<file path="config.mk">
export PLATFORM = sky130hd
export DESIGN_NAME = note_mono_prio
export DESIGN_NICKNAME = d
export VERILOG_FILES = /design/src/rtl/note_pkg.sv /design/src/rtl/note_prio_enc.sv /design/src/rtl/note_mono_prio.sv
export SDC_FILE = /design/constraint.sdc
export NUM_CORES = 2
export LEC_CHECK = 0
export CAP_MARGIN = 20
export CORE_ASPECT_RATIO = 1.4
export CORE_UTILIZATION = 40
export CTS_CLUSTER_SIZE = 8
export DETAILED_ROUTE_END_ITERATION = 10
export PLACE_DENSITY_LB_ADDON = 0.08
export SLEW_MARGIN = 20
export SYNTH_ARGS = -nofsm -noshare
export SYNTH_HDL_FRONTEND = slang
export SYNTH_HIERARCHICAL = 1
export SYNTH_SLANG_ARGS = --single-unit
</file>
<file path="constraint.sdc">
create_clock -name clk -period 18.7 [get_ports clk]
set_input_delay 2.805 -clock clk [delete_from_list [all_inputs] [get_ports clk]]
set_output_delay 2.805 -clock clk [all_outputs]
set_load 0.05 [all_outputs]
</file>
<file path="src/rtl/note_pkg.sv">
// Shared mode encodings and default widths for the monophonic note-priority block.
package note_pkg;

  typedef enum logic [1:0] {
    PRIO_HIGH = 2'd0,
    PRIO_LOW  = 2'd1,
    PRIO_LAST = 2'd2
  } prio_e;

  localparam int unsigned DEF_NOTE_W = 7;
  localparam int unsigned DEF_VEL_W  = 7;

endpackage

</file>
<file path="src/rtl/note_prio_enc.sv">
// Combinational highest/lowest set-bit finder: dir=0 returns the highest index, dir=1 the lowest.
module note_prio_enc #(
  parameter int unsigned WIDTH = 128,
  localparam int unsigned IDX_W = (WIDTH > 1) ? $clog2(WIDTH) : 1
) (
  input  logic [WIDTH-1:0] vec,
  input  logic             dir,
  output logic [IDX_W-1:0] idx_c,
  output logic             valid_c
);

  // Later matches overwrite earlier ones, so scan order sets the priority.
  always_comb begin
    idx_c   = '0;
    valid_c = |vec;
    for (int i = 0; i < int'(WIDTH); i++) begin
      if (!dir && vec[i]) idx_c = IDX_W'(i);
      if (dir && vec[int'(WIDTH) - 1 - i]) idx_c = IDX_W'(int'(WIDTH) - 1 - i);
    end
  end

endmodule

</file>
<file path="src/rtl/note_mono_prio.sv">
// Monophonic note selector: key bitmap plus ordered last-note stack, with high/low/last priority.
module note_mono_prio
  import note_pkg::*;
#(
  parameter int unsigned STACK_DEPTH = 8,
  parameter int unsigned NOTE_W      = DEF_NOTE_W,
  parameter int unsigned VEL_W       = DEF_VEL_W
) (
  input  logic              clk,
  input  logic              rst,
  input  logic              note_on,
  input  logic              note_off,
  input  logic [NOTE_W-1:0] note,
  input  logic [VEL_W-1:0]  velocity,
  input  logic [1:0]        mode,
  output logic [NOTE_W-1:0] out_note,
  output logic [VEL_W-1:0]  out_vel,
  output logic              out_gate,
  output logic              out_retrig,
  output logic              out_evict
);

  localparam int unsigned KEYS  = 2 ** NOTE_W;
  localparam int unsigned CNT_W = $clog2(STACK_DEPTH + 1);
  localparam int unsigned IDX_W = $clog2(STACK_DEPTH);

  logic [KEYS-1:0]   bitmap, bitmap_n;
  logic [NOTE_W-1:0] stk_note   [STACK_DEPTH];
  logic [VEL_W-1:0]  stk_vel    [STACK_DEPTH];
  logic [NOTE_W-1:0] stk_note_n [STACK_DEPTH];
  logic [VEL_W-1:0]  stk_vel_n  [STACK_DEPTH];
  logic [CNT_W-1:0]  cnt, cnt_n;

  logic              held, evict_n, repress;
  logic [IDX_W-1:0]  pos, top, top_n;
  logic [NOTE_W-1:0] enc_idx, sel_note;
  logic [VEL_W-1:0]  sel_vel;
  logic              gate_n, retrig_n;

  // Next bitmap/stack: push, move-to-top, evict-oldest or remove-and-compact.
  always_comb begin
    bitmap_n = bitmap;
    cnt_n    = cnt;
    evict_n  = 1'b0;
    repress  = 1'b0;
    pos      = '0;
    for (int i = 0; i < int'(STACK_DEPTH); i++) begin
      stk_note_n[i] = stk_note[i];
      stk_vel_n[i]  = stk_vel[i];
      if (int'(cnt) > i && stk_note[i] == note) pos = IDX_W'(i);
    end
    held = bitmap[note];
    top  = IDX_W'(cnt - CNT_W'(1));

    if (note_on) begin
      if (held) begin
        for (int i = 0; i < int'(STACK_DEPTH) - 1; i++) begin
          if (i >= int'(pos) && i < int'(cnt) - 1) begin
            stk_note_n[i] = stk_note[i+1];
            stk_vel_n[i]  = stk_vel[i+1];
          end
        end
        stk_note_n[top] = note;
        stk_vel_n[top]  = velocity;
        repress         = out_gate && (note == out_note);
      end else if (int'(cnt) == int'(STACK_DEPTH)) begin
        bitmap_n[stk_note[0]] = 1'b0;
        for (int i = 0; i < int'(STACK_DEPTH) - 1; i++) begin
          stk_note_n[i] = stk_note[i+1];
          stk_vel_n[i]  = stk_vel[i+1];
        end
        stk_note_n[STACK_DEPTH-1] = note;
        stk_vel_n[STACK_DEPTH-1]  = velocity;
        bitmap_n[note]            = 1'b1;
        evict_n                   = 1'b1;
      end else begin
        stk_note_n[IDX_W'(cnt)] = note;
        stk_vel_n[IDX_W'(cnt)]  = velocity;
        cnt_n                   = cnt + CNT_W'(1);
        bitmap_n[note]          = 1'b1;
      end
    end else if (note_off && held) begin
      for (int i = 0; i < int'(STACK_DEPTH) - 1; i++) begin
        if (i >= int'(pos) && i < int'(cnt) - 1) begin
          stk_note_n[i] = stk_note[i+1];
          stk_vel_n[i]  = stk_vel[i+1];
        end
      end
      stk_note_n[top] = '0;
      stk_vel_n[top]  = '0;
      cnt_n           = cnt - CNT_W'(1);
      bitmap_n[note]  = 1'b0;
    end
  end

  note_prio_enc #(
    .WIDTH (KEYS)
  ) u_enc (
    .vec     (bitmap_n),
    .dir     (mode == PRIO_LOW),
    .idx_c   (enc_idx),
    .valid_c (gate_n)
  );

  // Selection runs on the post-event state so outputs land one clock after the strobe.
  always_comb begin
    top_n    = IDX_W'(cnt_n - CNT_W'(1));
    sel_note = (mode == PRIO_HIGH || mode == PRIO_LOW) ? enc_idx : stk_note_n[top_n];
    sel_vel  = '0;
    for (int i = 0; i < int'(STACK_DEPTH); i++) begin
      if (int'(cnt_n) > i && stk_note_n[i] == sel_note) sel_vel = stk_vel_n[i];
    end
    retrig_n = gate_n && (!out_gate || sel_note != out_note || repress);
  end

  always_ff @(posedge clk) begin
    if (!rst) begin
      bitmap     <= '0;
      cnt        <= '0;
      out_note   <= '0;
      out_vel    <= '0;
      out_gate   <= 1'b0;
      out_retrig <= 1'b0;
      out_evict  <= 1'b0;
      for (int i = 0; i < int'(STACK_DEPTH); i++) begin
        stk_note[i] <= '0;
        stk_vel[i]  <= '0;
      end
    end else begin
      bitmap     <= bitmap_n;
      cnt        <= cnt_n;
      out_gate   <= gate_n;
      out_retrig <= retrig_n;
      out_evict  <= evict_n;
      for (int i = 0; i < int'(STACK_DEPTH); i++) begin
        stk_note[i] <= stk_note_n[i];
        stk_vel[i]  <= stk_vel_n[i];
      end
      // Note/velocity hold through the release phase.
      if (gate_n) begin
        out_note <= sel_note;
        out_vel  <= sel_vel;
      end
    end
  end

endmodule

</file>
==> flow_metrics.py <==
metrics = {
    "pwr": {
        "p_leak_nw": 11.5,
        "irDropWorstVdd_uv": 56.8,
        "p_per_area_mw_per_mm2": 84.4,
        "fin_total_pwr_mw": 2.66,
    },
    "global_route": {
        "globalRouteOverflowTotal": 0,
        "grt_max_degree": 170,
        "global_route_wire_length_before_repair_um": 253000,
        "antenna_found_initial": 7,
        "first_global_vias": 33900,
        "gr-usage-all-layers_pct": 47.5,
    },
    "clock_network": {
        "ctsResizeCount": 0,
        "cts.sink_count": 261,
        "root_buffer_master": "clkbuf_16",
        "cts_setup_buffers": 0,
        "clkTransAtPathRegs_ns": 0.05,
        "numCtsBuffers": 39,
        "insertion_delay_ns": 0.59,
        "clock_tree.htree_level_count": 2,
        "cts_tree": "yes",
        "quantity_of_hold_fixing_buffers_added_after_cts": 0,
        "cts-root-to-sink-buffers": 3,
    },
    "die": {
        "core_area_mm2": 0.0706,
        "vertical_extent_of_the_die_um": 319,
        "design.portCount": 37,
        "fp_rows": 115,
        "die_w_um": 229,
        "die_area_mm2": 0.0730,
        "initial_utilization_pct": 40.7,
    },
    "layout": {
        "finalNetCount": 4062,
        "final_cell_utilization_of_the_core_pct": 44.7,
        "drive_gt1_share_pct": 11.2,
        "final_cell_area_mm2": 0.0316,
        "layout.cells.non_filler": 4981,
        "area_growth_syn_to_layout_pct": 9.76,
    },
    "placement": {
        "port-buffer-count": 36,
        "dpl.hpwl_um": 130000,
        "placed_cells": 4927,
        "gp_congestion": 1.07,
        "place_ws_ns": 4.00,
        "dpl_cell_area_mm2": 0.0304,
    },
    "sta": {
        "setup_viol": 0,
        "grt_setup_unrepaired": "false",
        "timing.slew.headroom_pct": 19.9,
        "timing.final.hold_violations": 0,
        "setup-tns-final_ns": 0,
        "finalClockSkew_ns": 0.0236,
        "worst_hold_slack_ns": 0.514,
        "worst_slack_ns": 3.75,
        "timing_worst_slew_pin_value_ns": 1.19,
        "slew_viol_final": 0,
        "fmax_ghz": 0.0669,
        "fin_crit_sh_pct": 79.9,
        "fin_crit_ns": 14.95,
    },
    "route": {
        "avgViaCountPerCell": 7.18,
        "wl_met2_um": 81700,
        "met1Wirelength_um": 58700,
        "drcViolationCount": 0,
        "route.vias.total": 35700,
        "highest_layer": "met5",
        "antenna_violating_nets_post_route": 0,
        "wl_met3_um": 15000,
        "first_pass_iters": 6,
        "route.final.wire_length_um": 178000,
        "drt-initial-drc-count": 4325,
        "routedWlPerCell_um": 35.7,
    },
    "setup_path": {
        "worstReg2RegStart": "bitmap[83]$_SDFF_PN0_",
        "critical_path_peak_fanout": 48,
        "cp_data_required_time_ns": 19.18,
        "ff2ff_setup_slack_ns": 6.90,
        "reg2reg_to": "out_vel[4]$_SDFFE_PN0P_",
        "worstRegToRegCells": 25,
        "timing.setup.critical_path_class": "input port to register",
        "sort_of_element_at_the_end_of_the_critical_path": "register",
        "worst-endpoint-arrival_ns": 15.43,
        "cp-start-kind": "input port",
    },
    "synth": {
        "synthSimpleGateAreaFrac_pct": 29.3,
        "yosys.cell_count.top_type": "nor2_1",
        "library_cell_with_the_largest_summed_area_after_synthesis": "dfxtp_1",
        "synth.yosys.seq_area_share_pct": 18.2,
        "number_of_flops_mapped_to_enable_cells_by_yosys": 0,
        "synth_area_mm2": 0.0287,
        "ys_async_sr_fraction_pct": 0,
        "synthesis.area_per_instance_um2": 7.03,
        "syn_nets": 4119,
        "synth-seq-cells": 261,
        "synth_compound_gate_area_share_pct": 32.7,
        "synthFlopType": "dfxtp_1",
        "yosysWarningCount": 6,
        "netlist_top_cells_area": "dfxtp_1 18%, mux2i_1 6.0%, o21ai_0 5.7%",
        "synth.mux.area_fraction_pct": 8.83,
        "synth.lib_cells_used.distinct": 127,
        "netlist.area_leader.share_pct": 18.2,
        "synth_xor_area_share_pct": 4.14,
        "synth_top_family_by_area": "compound AO/OA/AOI/OAI gates",
        "synth.top_cells.by_count": "388 x nor2_1, 386 x nand2_1, 330 x o21ai_0, 268 x a21oi_1, 261 x dfxtp_1",
        "yosys.area_share.adder_pct": 0.392,
        "syn-instance-count": 4090,
    },
    "job": {
        "drv_cap": 0,
    },
    "run_status": {
        "run_status": "completed",
    },
    "min_path": {
        "min-delay-start": "bitmap[14]$_SDFF_PN0_",
        "worstHoldPathCells": 2,
        "hold_class": "register to register",
        "whs_endpoint": "bitmap[14]$_SDFF_PN0_",
    },
}
-- layout make-up --
type | instances | area, µm²
flip-flops and latches | 261 | 5230
inverters | 98 | 373
well taps | 936 | 1170
clock buffers | 45 | 1020
fillers | 7448 | 39100
repair buffers | 237 | 1850
multi-input cells | 3396 | 21900
clock inverters | 3 | 33.8
diodes | 5 | 12.5
-- sequential cells by signal, summed over array words and instances, names as in the netlist --
register,flops
out_vel,7
out_note,7
bitmap,128
cnt,4
stk_vel,56
out_evict,1
stk_note,56
out_gate,1
out_retrig,1
-- where the power goes --
group          total [mW]  switching [mW]  leakage (nW)  internal (mW)
Clock               0.674           0.293         0.514          0.381
Sequential          0.627          0.0435          2.11          0.583
Combinational        1.36           0.949          8.85          0.415
Total                2.66            1.29          11.5           1.38
-- worst max-delay path by stage --
stage	cells past startpoint	to	startpoint	slack, ns
2_1_floorplan	32	out_vel[4]$_SDFFE_PN0P_	note[3]	8.06
3_3_place_gp	28	out_vel[6]$_SDFFE_PN0P_	note[2]	3.51
3_5_place_dp	28	out_vel[0]$_SDFFE_PN0P_	note[2]	4.00
4_1_cts	28	out_vel[0]$_SDFFE_PN0P_	note[2]	4.54
5_1_grt	28	out_vel[1]$_SDFFE_PN0P_	note[2]	3.63
6_report	28	out_vel[4]$_SDFFE_PN0P_	note[2]	3.75
-- cells in the final DEF, fill, tap and decap left out, types with 39 or more instances in the layout --
cell and count:
nand2_1 386, a31oi_1 46, mux2i_1 171, and2_1 187, nand3_1 102, mux2_2 39
a22o_1 46, dfxtp_1 261, nor2b_1 50, a21oi_1 268, xnor2_1 94, buf_4 203
clkbuf_16 40, nand4_1 77, a211oi_1 61, nor4_1 96, a22oi_1 133, xor2_1 40
nor2_1 377, inv_1 90, o21ai_0 328, o211ai_1 77, nor3_1 154
-- critical path, cell delays in order --
cell,delay [ns]
buf_4,0.43
buf_4,0.60
nor2b_1,0.32
a22oi_1,0.23
nor2_1,0.07
o31ai_1,0.61
nand3_2,0.73
nor4_4,0.43
buf_4,0.43
nand3_1,0.96
o21ai_0,1.31
nor4_2,0.27
a21oi_1,0.28
a311oi_1,0.12
o311ai_1,0.85
a21oi_1,0.15
o31ai_1,0.87
a41o_1,0.74
inv_1,0.28
xnor2_1,0.20
a2111oi_0,0.42
nand4_1,0.21
a21o_1,0.23
or4_4,0.60
nor3_2,0.64
a211o_1,0.17
a21oi_1,0.04
a311oi_1,0.29
-- cell families after synthesis --
| family | after synthesis |
|---|---|
| and+or+nand+nor | 1658 |
| muxes | 231 |
| adders and majority gates | 9 |
| AOI/OAI and AO/OA | 1363 |
| xor gates and xnor gates | 135 |
| DFF | 261 |
| buffers and inverters | 433 |
-- routing by layer --
| metal | vias to the layer above | track usage (%) |
|---|---|---|
| li1 | 15300 | - |
| met1 | 17000 | 48.7 |
| met2 | 2423 | 78.4 |
| met3 | 991 | 10.5 |
| met4 | 2 | 48.1 |
| met5 | - | 0 |
Note: power is estimated with default switching activity, not from simulation.
